[src/rtl/draw_pkg.sv]
// Shared types and constants for the framebuffer draw path: screen geometry,
// coordinate widths, colour palette and the scheduler state encoding.
package draw_pkg;

  localparam int X_W              = 8;
  localparam int Y_W              = 7;
  localparam int COLOUR_W         = 3;
  localparam int SCREEN_W_DEFAULT = 160;
  localparam int SCREEN_H_DEFAULT = 120;

  localparam logic [COLOUR_W-1:0] BLACK   = 3'b000;
  localparam logic [COLOUR_W-1:0] BLUE    = 3'b001;
  localparam logic [COLOUR_W-1:0] GREEN   = 3'b010;
  localparam logic [COLOUR_W-1:0] CYAN    = 3'b011;
  localparam logic [COLOUR_W-1:0] RED     = 3'b100;
  localparam logic [COLOUR_W-1:0] MAGENTA = 3'b101;
  localparam logic [COLOUR_W-1:0] YELLOW  = 3'b110;
  localparam logic [COLOUR_W-1:0] WHITE   = 3'b111;

  typedef enum logic [1:0] {
    IDLE  = 2'd0,
    CLEAR = 2'd1,
    SERVE = 2'd2
  } draw_state_e;

  typedef enum logic {
    SRC_SNAKE = 1'b0,
    SRC_FOOD  = 1'b1
  } draw_src_e;

  function automatic logic on_screen(input logic [X_W-1:0] x, input logic [Y_W-1:0] y,
                                     input int w, input int h);
    return (int'(x) < w) && (int'(y) < h);
  endfunction

endpackage

[src/rtl/screen_sweep_counter.sv]
// Raster-order pixel counter for the background clear: x runs fastest, y
// advances when x wraps, last flags the bottom-right pixel.
module screen_sweep_counter
  import draw_pkg::*;
#(
  parameter int SCREEN_W = SCREEN_W_DEFAULT,
  parameter int SCREEN_H = SCREEN_H_DEFAULT
) (
  input  logic           clk,
  input  logic           reset_n,
  input  logic           enable_i,
  input  logic           clear_i,
  output logic [X_W-1:0] cx_o,
  output logic [Y_W-1:0] cy_o,
  output logic           last_o
);

  localparam logic [X_W-1:0] X_MAX = X_W'(SCREEN_W - 1);
  localparam logic [Y_W-1:0] Y_MAX = Y_W'(SCREEN_H - 1);

  logic [X_W-1:0] cx_q, cx_d;
  logic [Y_W-1:0] cy_q, cy_d;
  logic           x_last;

  // Wrap on the last column itself, so the row advances right after X_MAX is drawn.
  assign x_last = (cx_q == X_MAX);
  assign last_o = x_last && (cy_q == Y_MAX);

  always_comb begin
    // NOTE: defaults first so every path assigns cx_d/cy_d and no latch is inferred.
    cx_d = cx_q;
    cy_d = cy_q;
    if (clear_i) begin
      cx_d = '0;
      cy_d = '0;
    end else if (enable_i) begin
      if (x_last) begin
        cx_d = '0;
        cy_d = last_o ? '0 : cy_q + 1'b1;
      end else begin
        cx_d = cx_q + 1'b1;
      end
    end
  end

  always_ff @(posedge clk or negedge reset_n) begin
    // NOTE: state updates use non-blocking assignments so all flops see pre-edge values.
    if (!reset_n) begin
      cx_q <= '0;
      cy_q <= '0;
    end else begin
      cx_q <= cx_d;
      cy_q <= cy_d;
    end
  end

  assign cx_o = cx_q;
  assign cy_o = cy_q;

endmodule

[src/rtl/frame_draw_scheduler.sv]
// Single owner of the framebuffer write port: per frame, an optional clear
// sweep followed by round-robin service of the snake and food draw requesters.
module frame_draw_scheduler
  import draw_pkg::*;
#(
  parameter int                  SCREEN_W  = SCREEN_W_DEFAULT,
  parameter int                  SCREEN_H  = SCREEN_H_DEFAULT,
  parameter int                  COLOUR_W  = draw_pkg::COLOUR_W,
  parameter logic [COLOUR_W-1:0] BG_COLOUR = COLOUR_W'(BLACK)
) (
  input  logic                clk,
  input  logic                reset_n,
  input  logic                frame_tick,
  input  logic                clear_en,
  input  logic                snake_req,
  input  logic [X_W-1:0]      snake_x,
  input  logic [Y_W-1:0]      snake_y,
  input  logic [COLOUR_W-1:0] snake_colour,
  output logic                snake_ack,
  input  logic                food_req,
  input  logic [X_W-1:0]      food_x,
  input  logic [Y_W-1:0]      food_y,
  input  logic [COLOUR_W-1:0] food_colour,
  output logic                food_ack,
  output logic [X_W-1:0]      vga_x,
  output logic [Y_W-1:0]      vga_y,
  output logic [COLOUR_W-1:0] vga_colour,
  output logic                vga_plot,
  output logic                busy,
  output logic                clear_done,
  output logic                overrun
);

  draw_state_e         state_q, state_d;
  draw_src_e           ptr_q, ptr_d;
  logic [X_W-1:0]      vga_x_q, vga_x_d;
  logic [Y_W-1:0]      vga_y_q, vga_y_d;
  logic [COLOUR_W-1:0] vga_colour_q, vga_colour_d;
  logic                vga_plot_q, vga_plot_d;
  logic                snake_ack_q, snake_ack_d;
  logic                food_ack_q, food_ack_d;
  logic                busy_q, busy_d;
  logic                clear_done_q, clear_done_d;
  logic                overrun_q, overrun_d;

  logic [X_W-1:0] cx;
  logic [Y_W-1:0] cy;
  logic           sweep_last;
  logic           in_clear;

  assign in_clear = (state_q == CLEAR);

  screen_sweep_counter #(
    .SCREEN_W (SCREEN_W),
    .SCREEN_H (SCREEN_H)
  ) u_sweep (
    .clk      (clk),
    .reset_n  (reset_n),
    .enable_i (in_clear),
    .clear_i  (!in_clear),
    .cx_o     (cx),
    .cy_o     (cy),
    .last_o   (sweep_last)
  );

  // A requester acked this cycle is still showing the pixel just taken; skip it once.
  logic snake_elig, food_elig, grant_snake, grant_food;
  assign snake_elig  = snake_req && !snake_ack_q;
  assign food_elig   = food_req && !food_ack_q;
  assign grant_snake = snake_elig && (!food_elig || ptr_q == SRC_SNAKE);
  assign grant_food  = food_elig && !grant_snake;

  always_comb begin
    state_d      = state_q;
    ptr_d        = ptr_q;
    vga_x_d      = '0;
    vga_y_d      = '0;
    vga_colour_d = '0;
    vga_plot_d   = 1'b0;
    snake_ack_d  = 1'b0;
    food_ack_d   = 1'b0;
    clear_done_d = 1'b0;
    overrun_d    = overrun_q;

    case (state_q)
      IDLE: begin
        if (frame_tick) begin
          if (clear_en) state_d = CLEAR;
          else          state_d = SERVE;
        end
      end

      CLEAR: begin
        vga_x_d      = cx;
        vga_y_d      = cy;
        vga_colour_d = BG_COLOUR;
        vga_plot_d   = 1'b1;
        if (frame_tick) overrun_d = 1'b1;
        if (sweep_last) begin
          state_d      = SERVE;
          clear_done_d = 1'b1;
        end
      end

      SERVE: begin
        if (frame_tick) begin
          if (clear_en) state_d = CLEAR;
          else          state_d = SERVE;
        end else if (grant_snake) begin
          snake_ack_d  = 1'b1;
          ptr_d        = SRC_FOOD;
          vga_x_d      = snake_x;
          vga_y_d      = snake_y;
          vga_colour_d = snake_colour;
          vga_plot_d   = on_screen(snake_x, snake_y, SCREEN_W, SCREEN_H);
        end else if (grant_food) begin
          food_ack_d   = 1'b1;
          ptr_d        = SRC_SNAKE;
          vga_x_d      = food_x;
          vga_y_d      = food_y;
          vga_colour_d = food_colour;
          vga_plot_d   = on_screen(food_x, food_y, SCREEN_W, SCREEN_H);
        end
      end

      default: state_d = IDLE;
    endcase

    busy_d = (state_d == CLEAR);
  end

  always_ff @(posedge clk or negedge reset_n) begin
    if (!reset_n) begin
      state_q      <= IDLE;
      ptr_q        <= SRC_SNAKE;
      vga_x_q      <= '0;
      vga_y_q      <= '0;
      vga_colour_q <= '0;
      vga_plot_q   <= 1'b0;
      snake_ack_q  <= 1'b0;
      food_ack_q   <= 1'b0;
      busy_q       <= 1'b0;
      clear_done_q <= 1'b0;
      overrun_q    <= 1'b0;
    end else begin
      state_q      <= state_d;
      ptr_q        <= ptr_d;
      vga_x_q      <= vga_x_d;
      vga_y_q      <= vga_y_d;
      vga_colour_q <= vga_colour_d;
      vga_plot_q   <= vga_plot_d;
      snake_ack_q  <= snake_ack_d;
      food_ack_q   <= food_ack_d;
      busy_q       <= busy_d;
      clear_done_q <= clear_done_d;
      overrun_q    <= overrun_d;
    end
  end

  assign vga_x      = vga_x_q;
  assign vga_y      = vga_y_q;
  assign vga_colour = vga_colour_q;
  assign vga_plot   = vga_plot_q;
  assign snake_ack  = snake_ack_q;
  assign food_ack   = food_ack_q;
  assign busy       = busy_q;
  assign clear_done = clear_done_q;
  assign overrun    = overrun_q;

endmodule

[config.mk]
export PLATFORM = sky130hd
export DESIGN_NAME = frame_draw_scheduler
export DESIGN_NICKNAME = d
export VERILOG_FILES = /design/src/rtl/draw_pkg.sv /design/src/rtl/screen_sweep_counter.sv /design/src/rtl/frame_draw_scheduler.sv
export SDC_FILE = /design/constraint.sdc
export NUM_CORES = 1
export LEC_CHECK = 0
export ABC_AREA = 0
export BUFFER_PORTS_ARGS = -buffer_cell sky130_fd_sc_hd__buf_2
export CELL_PAD_IN_SITES_DETAIL_PLACEMENT = 1
export CELL_PAD_IN_SITES_GLOBAL_PLACEMENT = 1
export CORE_MARGIN = 2
export CORE_UTILIZATION = 40
export DETAILED_ROUTE_END_ITERATION = 8
export GPL_TIMING_DRIVEN = 0
export PLACE_DENSITY_LB_ADDON = 0.2
export SYNTH_ARGS = -nofsm -noshare
export SYNTH_HDL_FRONTEND = slang
export SYNTH_SLANG_ARGS = --single-unit
[constraint.sdc]
create_clock -name clk -period 3.67 [get_ports clk]
set_input_delay 0.734 -clock clk [delete_from_list [all_inputs] [get_ports clk]]
set_output_delay 0.734 -clock clk [all_outputs]
set_load 0.01 [all_outputs]
==> flow_metrics.py, run 1 <==
metrics = {
    "critical_path": {
        "startpoint": "state_q[0]",
        "critical_path_arrival_ns": 2.25,
        "r2r-end": "vga_y[5]",
        "critPathKind": "reg2reg",
        "required_ns": 3.88,
        "endpoint": "vga_y[5]",
        "worstPathMaxFanout": 10,
        "r2r_slack_ns": 1.63,
        "startpoint_type": "register",
        "rr_worst_depth": 7,
        "endpoint_kind": "register",
        "worstReg2RegStart": "state_q[0]",
    },
    "timing": {
        "clock_skew_ns": 0.007549,
        "min_period_ns": 2.041,
        "rsz0062_at_grt": "no",
        "tightest_slew_ns": 0.9328,
        "timing.slew.headroom_pct": 37.81,
        "maxSlewViolCount": 0,
        "layout_setup_ws_ns": 1.629,
        "fmax_mhz": 489.9,
        "finalSetupViolCount": 0,
        "fin_tns_setup_ns": 0,
        "hold_viol_final": 0,
        "post-route-period-util_pct": 55.62,
    },
    "die": {
        "core-area_sq_um": 4817,
        "die_w_um": 75.36,
        "ioPinCount": 66,
        "rows": 25,
        "die_y_um": 75.36,
        "start_util_pct": 42.29,
        "die_area_sq_um": 5679,
    },
    "clock_network": {
        "htree_levels": 2,
        "clk_pin_slew_ns": 0.08,
        "numClockSinks": 42,
        "cts_tree": "built",
        "cts_setup_buffers": 0,
        "clk_path_buf_depth": 2,
        "hold_buffers": 0,
        "cts-resized-gates": 0,
        "cts-root-buf": "clkbuf_8",
        "clock_latency_ns": 0.30,
        "cts-buffers-inserted": 5,
    },
    "drt": {
        "vias": 1749,
        "totalWireLength_um": 5638,
        "drt_pass1_iterations": 4,
        "drtAntennaViolNets": 0,
        "viasPerCell": 5.535,
        "drtIter0Drc": 181,
        "wl_per_cell_um": 17.84,
        "drc_errors": 0,
    },
    "placed_design": {
        "numPortBuffers": 65,
        "dpl.cell_count": 308,
        "dp_hpwl_um": 4197,
        "pre_cts_ws_ns": 1.418,
        "finalWeightedCongestion": 0.7486,
    },
    "finish": {
        "instances_no_fill": 316,
        "area_growth_pct": 26.84,
        "fin_util_pct": 53.64,
        "nNetsFinal": 296,
        "antenna_cells": 0,
        "drive_above_1_share_pct": 34.54,
    },
    "power_and_ir_drop": {
        "p_leak_nw": 1.280,
        "power_density_nw_per_um2": 546.7,
        "vdd_drop_max_mv": 0.2439,
    },
    "global_route": {
        "grt_usage_pct": 21.36,
        "grt_max_degree": 43,
        "grt_pass1_wl_um": 8983,
        "overflow": 0,
        "grt_pass1_vias": 1756,
        "antenna_found_initial": 0,
    },
    "hold_path": {
        "hold_class": "reg2reg",
    },
    "outcome": {
        "outcome": "finished, final reports clean",
    },
    "synth": {
        "synth-seq-cells": 42,
        "async_reset_ff_share_pct": 100.0,
        "synth_top_flop_cell": "dfrtp_1",
        "syn_area_sq_um": 2037,
        "ys_warn_count": 0,
        "syn_avg_cell_area_sq_um": 11.57,
        "synth_edf_count": 0,
        "seq_area_frac_synth_pct": 51.60,
        "syn_nets": 224,
        "synthCells": 176,
        "synth.distinct_cells": 45,
    },
    "job": {
        "cap_violations": 0,
    },
}
## how the worst min path moves through the flow
stage / startpoint / to / slack, ns / depth (start not counted)
after floorplan: reset_n / busy / 0.44 / 0
after global placement: overrun / overrun / 0.44 / 1
after detailed placement: overrun / overrun / 0.44 / 1
after CTS: overrun / overrun / 0.46 / 1
after global routing: overrun / overrun / 0.50 / 1
final: overrun / overrun / 0.46 / 1
## area by class of cell
type	instances	area [sq um]
well taps	67	83.83
inverters	5	18.77
plain buffers	9	46.29
repair buffers	65	325.3
fillers	574	2233
multi-input cells	120	920.9
clock buffers	5	68.82
flip-flops and latches	42	1051
clock inverters	3	68.82
## layer usage
metal,track usage (%),share of wire (%),vias up
met2,34.49,49,59
met5,0,0,-
met1,28.89,43,888
met4,5.848,1.1,0
met3,5.159,7.3,7
li1,-,-,795
## synthesized netlist by cell type (4+ instances only)
master    count  area share, %
dfrtp_1      42             52
nor2b_1      13            4.0
a222oi_1     12            5.9
nor2_1        9            1.7
nand2_1       8            1.5
and2_1        7            2.1
ha_1          6            3.7
inv_1         5           0.92
a21boi_0      4            1.5
buf_2         4           0.98
clkbuf_1      4           0.74
mux2i_1       4            2.0
nand3_1       4           0.98
nand4_1       4            1.2
o21ai_0       4           0.98
## power by group
group	internal [mW]	total, mW	switching (mW)
logic	0.179	0.426	0.247
registers	0.512	0.549	0.0374
clock network	0.273	0.438	0.165
## per-stage QoR
stage	hold WS (ns)	total power [mW]	cell area, sq um
2_1_floorplan	0.4384	0.8247	2037
3_3_place_gp	0.4388	0.9742	2446
3_5_place_dp	0.4435	0.9831	2446
4_1_cts	0.4647	1.428	2584
5_1_grt	0.5004	1.497	2584
6_report	0.4580	1.413	2584
## sequential cells by signal, summed over array words and instances (netlist names)
name and flops:
vga_y 7, vga_plot 1, clear_done 1, busy 1, vga_x 8, vga_colour 3, food_ack 1, snake_ack 1
u_sweep.cx_o 8, state_q 2, ptr_q 1, overrun 1, u_sweep.cy_o 7
## worst max-delay path, cell delays in order (launching register included)
cell      delay, ns
dfrtp_1        0.43
inv_1          0.13
ha_1           0.22
nor4bb_1       0.41
o21a_1         0.22
buf_2          0.23
a22oi_1        0.10
a21boi_0       0.21
## cell usage in the layout (no fill, tap or decap), types with 5 or more instances in the layout
master,count
nor2b_1,13
nor2_1,9
a222oi_1,12
clkbuf_8,5
and2_1,7
dfrtp_1,42
inv_1,5
buf_2,69
nand2_1,8
ha_1,6
## cell families after synthesis
group	share of synthesized area (%)
buffers and inverters	3.194
AO/OA/AOI/OAI	17.08
multiplexers	1.966
adder cells (fa/ha/maj)	3.685
XOR/XNOR	2.580
flip-flops	51.60
AND/OR/NAND/NOR	19.90
Power figures use the tool's default switching activity.
==> run 2, diff against run 1 <==
--- a/config.mk
+++ b/config.mk
@@ -10,7 +10,7 @@
 export CELL_PAD_IN_SITES_DETAIL_PLACEMENT = 1
 export CELL_PAD_IN_SITES_GLOBAL_PLACEMENT = 1
 export CORE_MARGIN = 2
-export CORE_UTILIZATION = 40
+export CORE_UTILIZATION = 35
 export DETAILED_ROUTE_END_ITERATION = 8
 export GPL_TIMING_DRIVEN = 0
 export PLACE_DENSITY_LB_ADDON = 0.2
==> constraint.sdc (replaced) <==
create_clock -name clk -period 1.78 [get_ports clk]
set_input_delay 0.356 -clock clk [delete_from_list [all_inputs] [get_ports clk]]
set_output_delay 0.356 -clock clk [all_outputs]
set_load 0.01 [all_outputs]
==> flow_metrics.py, run 2 (synthesis gave the netlist of run 1 again) <==
metrics = {
    "outcome": {
        "outcome": "finished, final reports clean",
    },
    "critical_path": {
        "endpoint": "busy",
        "crit_slowest_cell": "or3b_1",
        "worstReg2RegStart": "u_sweep.cx_o[6]",
        "critPathKind": "reg2reg",
        "startpoint_type": "register",
        "startpoint": "u_sweep.cx_o[6]",
        "cp_num_buf_inv": 1,
        "cpPeakStageDelay_ns": 0.39,
        "endpoint_kind": "register",
        "worst-path-stages": 5,
        "r2r-end": "busy",
        "worstPathCellList": "or3b_1 -> buf_6 -> nor4_4 -> a221oi_2 -> and2_1",
        "critical_path_arrival_ns": 1.90,
        "required_ns": 1.97,
        "cpLargestDelayFamily": "simple AND/OR/NAND/NOR gates",
        "r2r_slack_ns": 0.06,
        "rr_worst_depth": 5,
        "worstPathMaxFanout": 6,
    },
    "clock_network": {
        "clk_path_buf_depth": 2,
        "clock_latency_ns": 0.29,
        "htree_levels": 2,
        "cts-buffers-inserted": 5,
        "cts_tree": "built",
        "numClockSinks": 42,
        "hold_buffers": 0,
        "clk_pin_slew_ns": 0.08,
        "cts-root-buf": "clkbuf_8",
    },
    "timing": {
        "clock_skew_ns": 0.009575,
        "maxSlewViolCount": 0,
        "fin_tns_setup_ns": 0,
        "hold_viol_final": 0,
        "post-route-period-util_pct": 96.55,
        "layout_setup_ws_ns": 0.06146,
        "min_period_ns": 1.719,
        "finalSetupViolCount": 0,
        "fmax_mhz": 581.9,
        "whs_ns": 0.1992,
        "timing.slew.headroom_pct": 39.07,
        "tightest_slew_ns": 0.9140,
        "rsz0062_at_grt": "yes",
    },
    "die": {
        "rows": 27,
        "ioPinCount": 66,
        "core-area_sq_um": 5574,
        "die_w_um": 80.29,
        "die_y_um": 80.29,
        "die_area_sq_um": 6446,
        "start_util_pct": 36.54,
    },
    "finish": {
        "instances_no_fill": 335,
        "antenna_cells": 0,
        "mostFrequentLayoutCells": "buf_2 (65), dfrtp_1 (41), buf_4 (18)",
        "num-fill-cells": 641,
        "layout_commonest_cell": "buf_2",
        "regArea_sq_um": 1052,
        "nNetsFinal": 312,
        "multi_input_area_sq_um": 978.4,
        "drive_above_1_share_pct": 41.44,
        "area_growth_pct": 34.40,
    },
    "job": {
        "cap_violations": 0,
    },
    "placed_design": {
        "dpl.cell_count": 313,
        "numPortBuffers": 65,
        "pre_cts_ws_ns": -0.1289,
        "dp_hpwl_um": 4067,
        "finalWeightedCongestion": 0.7240,
    },
    "drt": {
        "drtAntennaViolNets": 0,
        "drtIter0Drc": 148,
        "drc_errors": 0,
        "viasPerCell": 5.170,
        "wl_per_cell_um": 16.99,
        "totalWireLength_um": 5692,
        "vias": 1732,
        "drt_pass1_iterations": 5,
    },
    "global_route": {
        "grt_pass1_wl_um": 9018,
        "grt_pass1_vias": 1763,
        "antenna_found_initial": 0,
        "grt_usage_pct": 18.47,
        "grt_max_degree": 43,
        "overflow": 0,
    },
    "hold_path": {
        "hold_class": "in2async",
    },
    "power_and_ir_drop": {
        "vdd_drop_max_mv": 0.3289,
        "power_density_nw_per_um2": 1009,
        "p_leak_nw": 1.353,
    },
}
[run 2: cell count changes in the layout (fill, tap and decap cells not counted), sizes merged]
| cell | delta |
|---|---|
| buf | +16 |
| bufinv | -2 |
| clkbuf | +1 |
| clkinv | -1 |
[run 2: worst register-to-register path: cells and delay by family, from the launching register on]
family          cells  cell delay, ns
simple gates        3            0.95
buf+inv             1            0.15
compound gates      1            0.13
flops               1            0.38
[run 2: what timing repair did]
item / CTS / global route
gates cloned: 0 / 0
setup buffers: 5 / 11
endpoints found under the hold margin: 0 / 0
pin swaps: 3 / 8
resized for setup: 12 / 13
endpoints found under the setup margin: 24 / 20
[run 2: metal layers]
layer	GRT usage, %	vias to the layer above	wire length, um
met4	5.424	0	29
li1	-	831	-
met2	30.25	54	2760
met5	0	-	0
met1	24.41	845	2569
met3	4.157	2	333
[run 2: worst min path at each step]
stage	end	cells after the start	slack, ns	from
final	vga_colour[0]	1	0.20	reset_n
after detailed placement	overrun	1	0.44	overrun
after global routing	vga_colour[0]	1	0.28	reset_n
after CTS	u_sweep.cy_o[3]	1	0.24	reset_n
after global placement	overrun	1	0.44	overrun
after floorplan	busy	0	0.06	reset_n
[run 2: power breakdown]
| part | internal (mW) | leakage, nW | switching [mW] |
|---|---|---|---|
| registers | 1.06 | 0.572 | 0.0762 |
| logic | 0.487 | 0.738 | 0.541 |
| clock network | 0.299 | 0.0431 | 0.302 |
| total | 1.84 | 1.35 | 0.919 |
[run 2: per-stage QoR]
step	total power, mW	util [%]	area (sq um)
floorplan	1.700	-	2037
global placement	2.012	44.00	2452
CTS	2.685	47.09	2625
global route	2.952	49.11	2738
finish	2.763	49.11	2738
detailed placement	2.022	44.00	2452
[run 2: area by class of cell]
type / instances / area share (%)
Multi-Input combinational cell: 120 / 35.74
Tap cell: 72 / 3.291
Timing Repair Buffer: 81 / 16.27
Buffer: 9 / 2.559
Clock buffer: 6 / 3.016
Sequential cell: 42 / 38.44
Inverter: 5 / 0.6856
==> run 3, diff against run 2 <==
--- a/config.mk
+++ b/config.mk
@@ -16,4 +16,5 @@
 export PLACE_DENSITY_LB_ADDON = 0.2
 export SYNTH_ARGS = -nofsm -noshare
 export SYNTH_HDL_FRONTEND = slang
+export SYNTH_HIERARCHICAL = 1
 export SYNTH_SLANG_ARGS = --single-unit
==> flow_metrics.py, run 3 <==
metrics = {
    "global_route": {
        "gr-usage-met3_pct": 4.055,
        "grt_pass1_wl_um": 10780,
        "grt_max_degree": 43,
        "antenna_found_initial": 0,
        "overflow": 0,
        "gr-usage-met1_pct": 25.09,
        "busiest_layer": "met2",
        "grt_usage_pct": 19.43,
        "grt_use_met2_pct": 33.31,
        "grt_pass1_vias": 2223,
    },
    "timing": {
        "hold_viol_final": 0,
        "finalSetupViolCount": 6,
        "tightest_slew_ns": 0.9552,
        "whs_ns": 0.2065,
        "layout_setup_ws_ns": -0.1756,
        "min_period_ns": 1.956,
        "fmax_mhz": 511.4,
        "maxSlewViolCount": 0,
        "fin_tns_setup_ns": -0.5191,
        "clock_skew_ns": 0.006397,
        "post-route-period-util_pct": 109.9,
        "timing.slew.headroom_pct": 36.32,
        "rsz0062_at_grt": "yes",
    },
    "die": {
        "die_w_um": 83.64,
        "rows": 29,
        "core-area_sq_um": 6241,
        "die_y_um": 83.64,
        "ioPinCount": 66,
        "start_util_pct": 35.57,
        "die_area_sq_um": 6995,
    },
    "finish": {
        "area_growth_pct": 34.33,
        "regArea_sq_um": 1055,
        "finalInstanceArea_sq_um": 2982,
        "nNetsFinal": 344,
        "fin_util_pct": 47.77,
        "layout_commonest_cell": "buf_2",
        "mostFrequentLayoutCells": "buf_2 (65), dfrtp_1 (39), nand3_1 (19)",
        "antenna_cells": 0,
        "drive_above_1_share_pct": 40.20,
        "instances_no_fill": 373,
        "num-fill-cells": 729,
        "multi_input_area_sq_um": 1180,
    },
    "synth": {
        "synth_edf_count": 0,
        "async_reset_ff_share_pct": 100.0,
        "synth-simple-area-share_pct": 21.48,
        "synth_adder_area_share_pct": 3.382,
        "synthCells": 214,
        "synth.distinct_cells": 49,
        "ys_warn_count": 6,
        "synthTopCellsByArea": "dfrtp_1 (47%), a32oi_1 (5.9%), a21boi_1 (5.4%)",
        "syn_nets": 262,
        "synthMuxAreaShare_pct": 1.860,
        "syn_area_sq_um": 2220,
        "seq_area_frac_synth_pct": 47.35,
        "yosys.area.top_type_share_pct": 47.35,
        "synth_top_family_by_area": "simple AND/OR/NAND/NOR gates",
        "synth_most_common_cell": "dfrtp_1",
        "synth_top_flop_cell": "dfrtp_1",
        "synth-seq-cells": 42,
        "synthXorXnorAreaFrac_pct": 0.7892,
        "syn_avg_cell_area_sq_um": 10.37,
        "synth_top_area_cell": "dfrtp_1",
        "synth_compound_area_share_pct": 20.18,
        "ys_top_cells_by_count": "dfrtp_1 (42), nand3_1 (20), a21boi_1 (16)",
    },
    "hold_path": {
        "hold_class": "in2async",
    },
    "critical_path": {
        "rr_worst_depth": 6,
        "r2r_slack_ns": -0.18,
        "startpoint_type": "register",
        "crit_slowest_cell": "or4_1",
        "endpoint_kind": "register",
        "cp_num_buf_inv": 1,
        "worstPathCellList": "inv_2 -> ha_4 -> nand4_4 -> or4_4 -> or4_1 -> o21ai_1",
        "critical_path_arrival_ns": 2.18,
        "worstPathMaxFanout": 5,
        "cpPeakStageDelay_ns": 0.50,
        "worstReg2RegStart": "state_q[1]",
        "required_ns": 2.00,
        "critPathKind": "reg2reg",
        "cpLargestDelayFamily": "simple AND/OR/NAND/NOR gates",
        "r2r-end": "u_sweep/cy_o[3]",
    },
    "job": {
        "cap_violations": 0,
    },
    "power_and_ir_drop": {
        "finalPower_mw": 2.925,
        "p_leak_nw": 1.373,
        "vdd_drop_max_mv": 0.5994,
        "power_density_nw_per_um2": 981.1,
    },
    "outcome": {
        "outcome": "complete, but fails checks",
        "violations": "negative setup slack",
    },
    "drt": {
        "drtIter0Drc": 85,
        "totalWireLength_um": 6714,
        "wl_per_cell_um": 18.00,
        "viasPerCell": 5.515,
        "vias": 2057,
        "drtAntennaViolNets": 0,
        "drc_errors": 0,
        "drt_pass1_iterations": 4,
    },
    "clock_network": {
        "clock_latency_ns": 0.29,
        "clk_pin_slew_ns": 0.08,
        "clk_path_buf_depth": 2,
        "cts_tree": "built",
        "numClockSinks": 42,
        "htree_levels": 2,
        "cts-root-buf": "clkbuf_8",
        "cts-buffers-inserted": 5,
    },
    "placed_design": {
        "dpl.cell_count": 356,
        "dp_hpwl_um": 4861,
        "finalWeightedCongestion": 0.7863,
        "pre_cts_ws_ns": -0.3793,
        "numPortBuffers": 65,
        "dpl_cell_area_sq_um": 2663,
    },
}
-- run 3: cell count changes after synthesis, sizes merged, moves of 6 or more --
cell / before / now
nor2b: 13 / 3
nand3: 4 / 20
a222oi: 12 / 0
a32oi: 0 / 15
a21boi: 4 / 16
a21oi: 1 / 7
-- run 3: cell type report --
| cell class | count | area share, % |
|---|---|---|
| Clock buffer | 6 | 2.770 |
| Timing Repair Buffer | 76 | 14.23 |
| Tap cell | 77 | 3.231 |
| Sequential cell | 42 | 35.38 |
| Inverter | 6 | 0.7554 |
| Buffer | 12 | 3.063 |
| Multi-Input combinational cell | 153 | 39.57 |
| Clock inverter | 1 | 1.007 |
-- run 3: logic make-up (layout without fill, tap and decap cells) --
group,Yosys count,after routing
AO/OA/AOI/OAI,60,60
XOR/XNOR,2,2
adder cells (fa/ha/maj),6,6
buffers and inverters,19,101
flip-flops,42,42
multiplexers,4,4
AND/OR/NAND/NOR,81,81
-- run 3: report_power, final --
group	switching (mW)	total (mW)	internal, mW
logic	0.586	1.05	0.464
registers	0.0602	1.10	1.04
clock network	0.322	0.771	0.449
total	0.968	2.93	1.96
-- run 3: worst max-delay path by stage --
stage / from / endpoint / slack [ns] / cells past startpoint
floorplan: state_q[1] / u_sweep/cy_o[3] / -0.08 / 6
global placement: u_sweep/cy_o[0] / busy / -0.39 / 7
detailed placement: u_sweep/cy_o[0] / busy / -0.38 / 7
CTS: state_q[1] / u_sweep/cy_o[3] / -0.16 / 6
global route: state_q[1] / u_sweep/cy_o[2] / -0.24 / 7
finish: state_q[1] / u_sweep/cy_o[3] / -0.18 / 6
-- run 3: repair_timing --
item	in CTS	in global routing
endpoints found under the setup margin	30	21
hold buffers	0	0
buffers inserted	8	3
resized for setup	19	12
pin swaps	11	4
-- run 3: metal layers --
layer | vias up | wire (um) | share of wire, %
met5 | - | 0 | 0
met4 | 0 | 70 | 1.0
met3 | 7 | 306 | 4.6
met2 | 48 | 3361 | 50
met1 | 1026 | 2975 | 44
li1 | 976 | - | -
